### config.mk
export PLATFORM = sky130hd
export DESIGN_NAME = me_sad_search
export DESIGN_NICKNAME = d
export VERILOG_FILES = /design/src/rtl/me_sad_search.sv
export SDC_FILE = /design/constraint.sdc
export NUM_CORES = 1
export LEC_CHECK = 0
export BUFFER_PORTS_ARGS = -buffer_cell sky130_fd_sc_hd__buf_2
export CORE_MARGIN = 1.5
export CORE_UTILIZATION = 29
export CTS_CLUSTER_DIAMETER = 50
export DETAILED_ROUTE_END_ITERATION = 16
export HOLD_SLACK_MARGIN = 0.02
export MAX_ROUTING_LAYER = met4
export PLACE_DENSITY = 0.46
export SLEW_MARGIN = 20
export SYNTH_ARGS = -nofsm -noshare
export SYNTH_HDL_FRONTEND = slang
export SYNTH_SLANG_ARGS = --single-unit
export TNS_END_PERCENT = 20
### constraint.sdc
create_clock -name clk -period 5.75 [get_ports clk]
set_input_delay 1.15 -clock clk [delete_from_list [all_inputs] [get_ports clk]]
set_output_delay 1.15 -clock clk [all_outputs]
set_load 0.02 [all_outputs]
### src/rtl/me_sad_search.sv
// Full-search SAD motion estimator: serial block load, raster search area, best vector out as x then y.
// Define ME_SAD_OUT_EN to add the out_sad port carrying the winning SAD.
module me_sad_search #(
  parameter int unsigned PIX_W = 8,
  parameter int unsigned BLK   = 4,
  parameter int unsigned RANGE = 2,
  parameter int unsigned AREA  = BLK + 2*RANGE,
  parameter int unsigned SAD_W = PIX_W + $clog2(BLK*BLK),
  parameter int unsigned VEC_W = $clog2(RANGE+1) + 1
) (
  input  logic             clk,
  input  logic             rst_n,
  input  logic             block_valid,
  input  logic             area_valid,
  input  logic [PIX_W-1:0] in_data,
  output logic             busy,
  output logic             out_valid,
  output logic [VEC_W-1:0] out_vector
`ifdef ME_SAD_OUT_EN
  ,
  output logic [SAD_W-1:0] out_sad
`endif
);

  localparam int unsigned NPIX  = BLK*BLK;
  localparam int unsigned IDX_W = $clog2(NPIX);
  localparam int unsigned CNT_W = $clog2(AREA);
  localparam int unsigned PL    = (BLK-1)*AREA + BLK;
  localparam int unsigned OFS   = BLK - 1 + RANGE;

  typedef enum logic [1:0] {S_IDLE, S_LOAD, S_SEARCH, S_OUT} state_t;

  state_t                     r_state, w_state_nxt;
  logic [NPIX-1:0][PIX_W-1:0] r_blk;
  logic [IDX_W-1:0]           r_blk_idx, w_blk_wr_idx;
  logic                       r_blk_full, r_ovl;
  logic [PL-2:0][SAD_W-1:0]   r_pipe;
  logic [PL-1:0][SAD_W-1:0]   w_stage;
  logic [NPIX-1:0][SAD_W-1:0] w_ad;
  logic [CNT_W-1:0]           r_row, r_col;
  logic [SAD_W-1:0]           r_min_sad;
  logic [VEC_W-1:0]           r_min_x, r_min_y, r_lat_x, r_lat_y;
  logic [VEC_W-1:0]           w_cand_x, w_cand_y, w_out_vec_nxt;
  logic [1:0]                 r_ocnt;
  logic                       w_load_start, w_area_take, w_last, w_qual, w_better;
  logic                       w_out_valid_nxt;
`ifdef ME_SAD_OUT_EN
  logic [SAD_W-1:0]           r_lat_sad;
`endif

  // A block pixel starts a fresh load unless a load is already in progress
  assign w_load_start = block_valid && (r_state != S_LOAD) && !(r_state == S_OUT && r_ovl);
  assign w_blk_wr_idx = w_load_start ? '0 : r_blk_idx;
  assign w_area_take  = area_valid && !block_valid &&
                        (r_state == S_SEARCH || (r_state == S_LOAD && r_blk_full));
  assign w_last       = w_area_take && (r_row == CNT_W'(AREA-1)) && (r_col == CNT_W'(AREA-1));

  for (genvar i = 0; i < NPIX; i++) begin : g_ad
    assign w_ad[i] = (in_data >= r_blk[i]) ? SAD_W'(in_data - r_blk[i])
                                           : SAD_W'(r_blk[i] - in_data);
  end

  // Chain stage k matches block offset (k/AREA, k%AREA); off-block stages are pure delay
  assign w_stage[0] = w_ad[0];
  for (genvar k = 1; k < PL; k++) begin : g_stage
    if ((k % AREA) < BLK) begin : g_tap
      assign w_stage[k] = r_pipe[k-1] + w_ad[(k / AREA) * BLK + (k % AREA)];
    end else begin : g_dly
      assign w_stage[k] = r_pipe[k-1];
    end
  end

  // Result-stage sum belongs to a real candidate only when its window does not wrap
  assign w_qual   = (r_row >= CNT_W'(BLK-1)) && (r_col >= CNT_W'(BLK-1));
  assign w_better = w_qual && (w_stage[PL-1] < r_min_sad);
  assign w_cand_x = VEC_W'(r_col) - VEC_W'(OFS);
  assign w_cand_y = VEC_W'(OFS) - VEC_W'(r_row);

  always_ff @(posedge clk or negedge rst_n) begin
    if (!rst_n) r_state <= S_IDLE;
    else        r_state <= w_state_nxt;
  end

  always_comb begin
    w_state_nxt     = r_state;
    w_out_valid_nxt = 1'b0;
    w_out_vec_nxt   = '0;
    case (r_state)
      S_IDLE:   if (block_valid) w_state_nxt = S_LOAD;
      S_LOAD:   if (w_area_take) w_state_nxt = S_SEARCH;
      S_SEARCH: begin
        if (block_valid) w_state_nxt = S_LOAD;
        else if (w_last) w_state_nxt = S_OUT;
      end
      S_OUT: begin
        if (r_ocnt == 2'd1) begin
          w_out_valid_nxt = 1'b1;
          w_out_vec_nxt   = r_lat_x;
        end else if (r_ocnt == 2'd2) begin
          w_out_valid_nxt = 1'b1;
          w_out_vec_nxt   = r_lat_y;
        end else if (r_ocnt == 2'd3) begin
          w_state_nxt = (r_ovl || block_valid) ? S_LOAD : S_IDLE;
        end
      end
      default:  w_state_nxt = S_IDLE;
    endcase
  end

  always_ff @(posedge clk or negedge rst_n) begin
    if (!rst_n) begin
      out_valid  <= 1'b0;
      out_vector <= '0;
      busy       <= 1'b0;
`ifdef ME_SAD_OUT_EN
      out_sad    <= '0;
`endif
    end else begin
      out_valid  <= w_out_valid_nxt;
      out_vector <= w_out_vec_nxt;
      busy       <= (w_state_nxt != S_IDLE);
`ifdef ME_SAD_OUT_EN
      out_sad    <= w_out_valid_nxt ? r_lat_sad : '0;
`endif
    end
  end

  // Output phase counter; r_ovl marks a new block load begun while results drain
  always_ff @(posedge clk or negedge rst_n) begin
    if (!rst_n) begin
      r_ocnt <= 2'd0;
      r_ovl  <= 1'b0;
    end else begin
      r_ocnt <= (r_state == S_OUT) ? r_ocnt + 2'd1 : 2'd0;
      if (r_state != S_OUT) r_ovl <= 1'b0;
      else if (block_valid) r_ovl <= 1'b1;
    end
  end

  always_ff @(posedge clk or negedge rst_n) begin
    if (!rst_n) begin
      r_blk      <= '0;
      r_blk_idx  <= '0;
      r_blk_full <= 1'b0;
    end else if (block_valid) begin
      r_blk[w_blk_wr_idx] <= in_data;
      r_blk_idx  <= (w_blk_wr_idx == IDX_W'(NPIX-1)) ? '0 : w_blk_wr_idx + IDX_W'(1);
      r_blk_full <= (w_blk_wr_idx == IDX_W'(NPIX-1)) || (r_blk_full && !w_load_start);
    end
  end

  always_ff @(posedge clk or negedge rst_n) begin
    if (!rst_n) begin
      r_pipe    <= '0;
      r_row     <= '0;
      r_col     <= '0;
      r_min_sad <= '0;
      r_min_x   <= '0;
      r_min_y   <= '0;
      r_lat_x   <= '0;
      r_lat_y   <= '0;
`ifdef ME_SAD_OUT_EN
      r_lat_sad <= '0;
`endif
    end else if (w_load_start) begin
      r_pipe    <= '0;
      r_row     <= '0;
      r_col     <= '0;
      r_min_sad <= '1;
      r_min_x   <= '0;
      r_min_y   <= '0;
    end else if (w_area_take) begin
      r_pipe <= w_stage[PL-2:0];
      if (r_col == CNT_W'(AREA-1)) begin
        r_col <= '0;
        r_row <= (r_row == CNT_W'(AREA-1)) ? '0 : r_row + CNT_W'(1);
      end else begin
        r_col <= r_col + CNT_W'(1);
      end
      if (w_better) begin
        r_min_sad <= w_stage[PL-1];
        r_min_x   <= w_cand_x;
        r_min_y   <= w_cand_y;
      end
      // Final candidate is folded in by bypass so the result is ready at OUT entry
      if (w_last) begin
        r_lat_x   <= w_better ? w_cand_x : r_min_x;
        r_lat_y   <= w_better ? w_cand_y : r_min_y;
`ifdef ME_SAD_OUT_EN
        r_lat_sad <= w_better ? w_stage[PL-1] : r_min_sad;
`endif
      end
    end
  end

endmodule

==> flow_summary.yaml <==
sta:
  period_minus_slack_ns: 5.41
  timing.fmax_mhz: 185
  worstMarginPinSlew_ns: 1.06
  slew_violations: 0
  setup_violations: 0
  hold_violations: 0
  slew_headroom_pct: 28.9
  layout_setup_ws_ns: 0.338
  fin_crit_sh_pct: 94.1
  fin_skew_ns: 0.0264
detailed_routing:
  drtIter0Drc: 1643
  firstDrtPassIters: 5
  vias: 29000
  vias_per_cell: 4.83
  postRouteAntennaNets: 0
  postRouteWirelength_um: 101000
  wl_per_cell_um: 16.9
  drc_errors: 0
finish:
  fillers: 13000
  layout-drive-gt1-share_pct: 11.2
  layout.nets: 4805
  area_delta_synth_final_pct: 17.2
  diodes: 0
  final_util_pct: 34.3
floorplan:
  coreArea_sq_mm: 0.124
  die_area_sq_mm: 0.127
  rows: 129
  die_x_um: 356
  die_y_um: 356
  start_util_pct: 29.2
  io_pins: 17
worst_hold_path:
  hold_path.class: "in2async"
worst_setup_path:
  r2r_slack_ns: 0.69
  critical_path_required_ns: 6.29
  r2r_end: "r_min_sad[10]"
  cp-end-kind: "register"
  crit_path_start_kind: "input pin"
  critPathArrivalTime_ns: 5.95
  r2r-start: "r_blk[121]"
  rr_worst_depth: 23
  criticalPathCategory: "in2reg"
  crit_fanout: 18
yosys:
  syn_nets: 4658
  synth-async-reset-ratio_pct: 100
  ys_warn_count: 0
  yosysUniqueCellTypes: 80
  synth-seq-cells: 493
  synth_largest_area_cell: "dfrtp_1"
  avgSynthCellArea_sq_um: 8.70
  ys_top_cells_by_count: "nand2_1, dfrtp_1, ha_1, o21ai_0, nand3_1"
  synth-edff-count: 0
  yosysTopAreaCellShare_pct: 34.1
  syn-cell-area_sq_mm: 0.0362
  synth_area_leaders: "dfrtp_1, ha_1, nand2_1"
  ys_seq_area_share_pct: 34.1
  yosysMostFrequentCell: "nand2_1"
  ys.flop_type: "dfrtp_1"
  synthCells: 4154
pwr:
  p_leak_nw: 21.0
  pwr_density_cell_mw_per_mm2: 589
  internal-power_mw: 14.3
  seqPwrFrac_pct: 20.8
  power_mw: 25.0
  switching_share_pct: 42.7
  p_clk_share_pct: 20.4
  p_comb_share_pct: 58.8
  max-vdd-ir-drop_mv: 0.225
  netSwitchingPower_mw: 10.6
global_routing:
  grt_max_degree: 202
  track_usage_pct: 16.6
  grt_pass1_wl_um: 163000
  overflow: 0
  antenna_found_initial: 1
  first_global_vias: 29000
job:
  max-cap-violations: 0
clock_network:
  h-tree-depth: 3
  clk_pin_slew_ns: 0.05
  clk_latency_ns: 0.65
  cts_tree: "yes"
  cts_buffers: 81
  clock-sinks: 493
  cts_root_buf: "clkbuf_16"
  postCtsSetupBuffers: 0
  clk_path_buf_depth: 3
placement:
  gp_congestion: 0.856
  pre_cts_ws_ns: -0.470
  port_buffers: 16
  dp_hpwl_um: 70600
status:
  outcome: "completed"
[placed cells by master (no fill, tap or decap), drive strengths merged, types with 102 or more instances in the layout]
master  count
dfrtp     493
nand3     354
nor2      140
a21oi     236
o21ai     421
inv       352
ha        445
xnor2     121
buf       244
clkbuf    102
nand2     569
a21o      119
[power by group through the flow]
stage	clock network, mW	logic, mW	registers (mW)
after floorplan	0	10.6	4.95
after global placement	0	14.7	5.24
after detailed placement	0	14.7	5.25
after CTS	5.24	14.8	5.20
after global routing	5.38	16.7	5.32
final	5.10	14.7	5.19
[per-stage QoR]
step	std cells	hold slack, ns	cell area, sq um	setup TNS, ns
global route	6005	0.489	42400	-0.0247
global placement	5853	0.447	39500	-10.17
floorplan	4154	0.430	36200	-17.94
detailed placement	5853	0.448	39500	-9.41
CTS	6003	0.464	42300	0
finish	6005	0.460	42400	0
[per-layer routing]
metal  GRT usage (%)  share of wire, %  up-vias
met3            2.38               3.1      126
li1                -                 -    14700
met1            21.9                48    13800
met2            26.2                46      328
met5               -                 0        -
met4            4.93               2.9        0
[cell type report]
cell class / count / area [sq um] / share of cell area [%]
well taps: 1637 / 2050 / 4.83
repair buffers: 245 / 1960 / 4.64
multi-input cells: 3135 / 21900 / 51.7
inverters: 345 / 1300 / 3.07
clock buffers: 101 / 2220 / 5.25
clock inverters: 49 / 606 / 1.43
flip-flops and latches: 493 / 12300 / 29.1
[how the worst max path moves through the flow]
stage,start,to,slack (ns),cells after the start
after detailed placement,in_data[4],r_min_sad[1],-0.47,25
after global routing,in_data[4],r_min_sad[1],-0.02,26
after CTS,in_data[4],r_min_sad[1],0.23,26
after floorplan,in_data[1],r_min_sad[10],-0.83,24
final,in_data[4],r_min_sad[10],0.34,25
after global placement,in_data[4],r_min_sad[1],-0.51,26
[worst max-delay path, stage by stage]
cell       delay, ns
clkbuf_4        0.19
inv_1           0.12
ha_4            0.30
nor2b_1         0.16
a41oi_2         0.06
a211o_1         0.36
o21ai_4         0.23
buf_4           0.17
nand3b_1        0.07
o21a_1          0.11
xor2_1          0.15
ha_1            0.23
nor3_1          0.20
o211ai_1        0.12
a31oi_1         0.23
o21bai_1        0.11
a21o_1          0.18
a21o_1          0.17
a21oi_2         0.12
xnor2_1         0.16
ha_1            0.30
a2111oi_2       0.36
o21ai_2         0.14
or2_4           0.34
o21a_1          0.19
[logic make-up (layout without fill, tap and decap cells)]
kind of cell	count (synthesis)	after routing	share of synthesized area (%)
and+or+nand+nor	1262	1264	15.8
AOI/OAI and AO/OA	1063	1063	18.2
buffers and inverters	528	740	5.61
DFF	493	493	34.1
adders and majority gates	492	492	18.0
xor gates and xnor gates	219	219	5.46
muxes	97	97	2.81
[flip-flops by register name (all words and copies together) (netlist names), 2 cells and up]
name / count
r_min_y: 3
r_min_x: 3
r_blk_idx: 4
r_pipe: 321
r_lat_y: 3
r_state: 2
r_min_sad: 12
r_col: 3
r_lat_x: 3
out_vector: 3
r_row: 3
r_blk: 128
[timing repair]
action,CTS,global route
endpoints found under the setup margin,0,24
gates resized for setup,0,7
hold buffers,0,0
No activity file was read; power rests on OpenSTA's default activity.
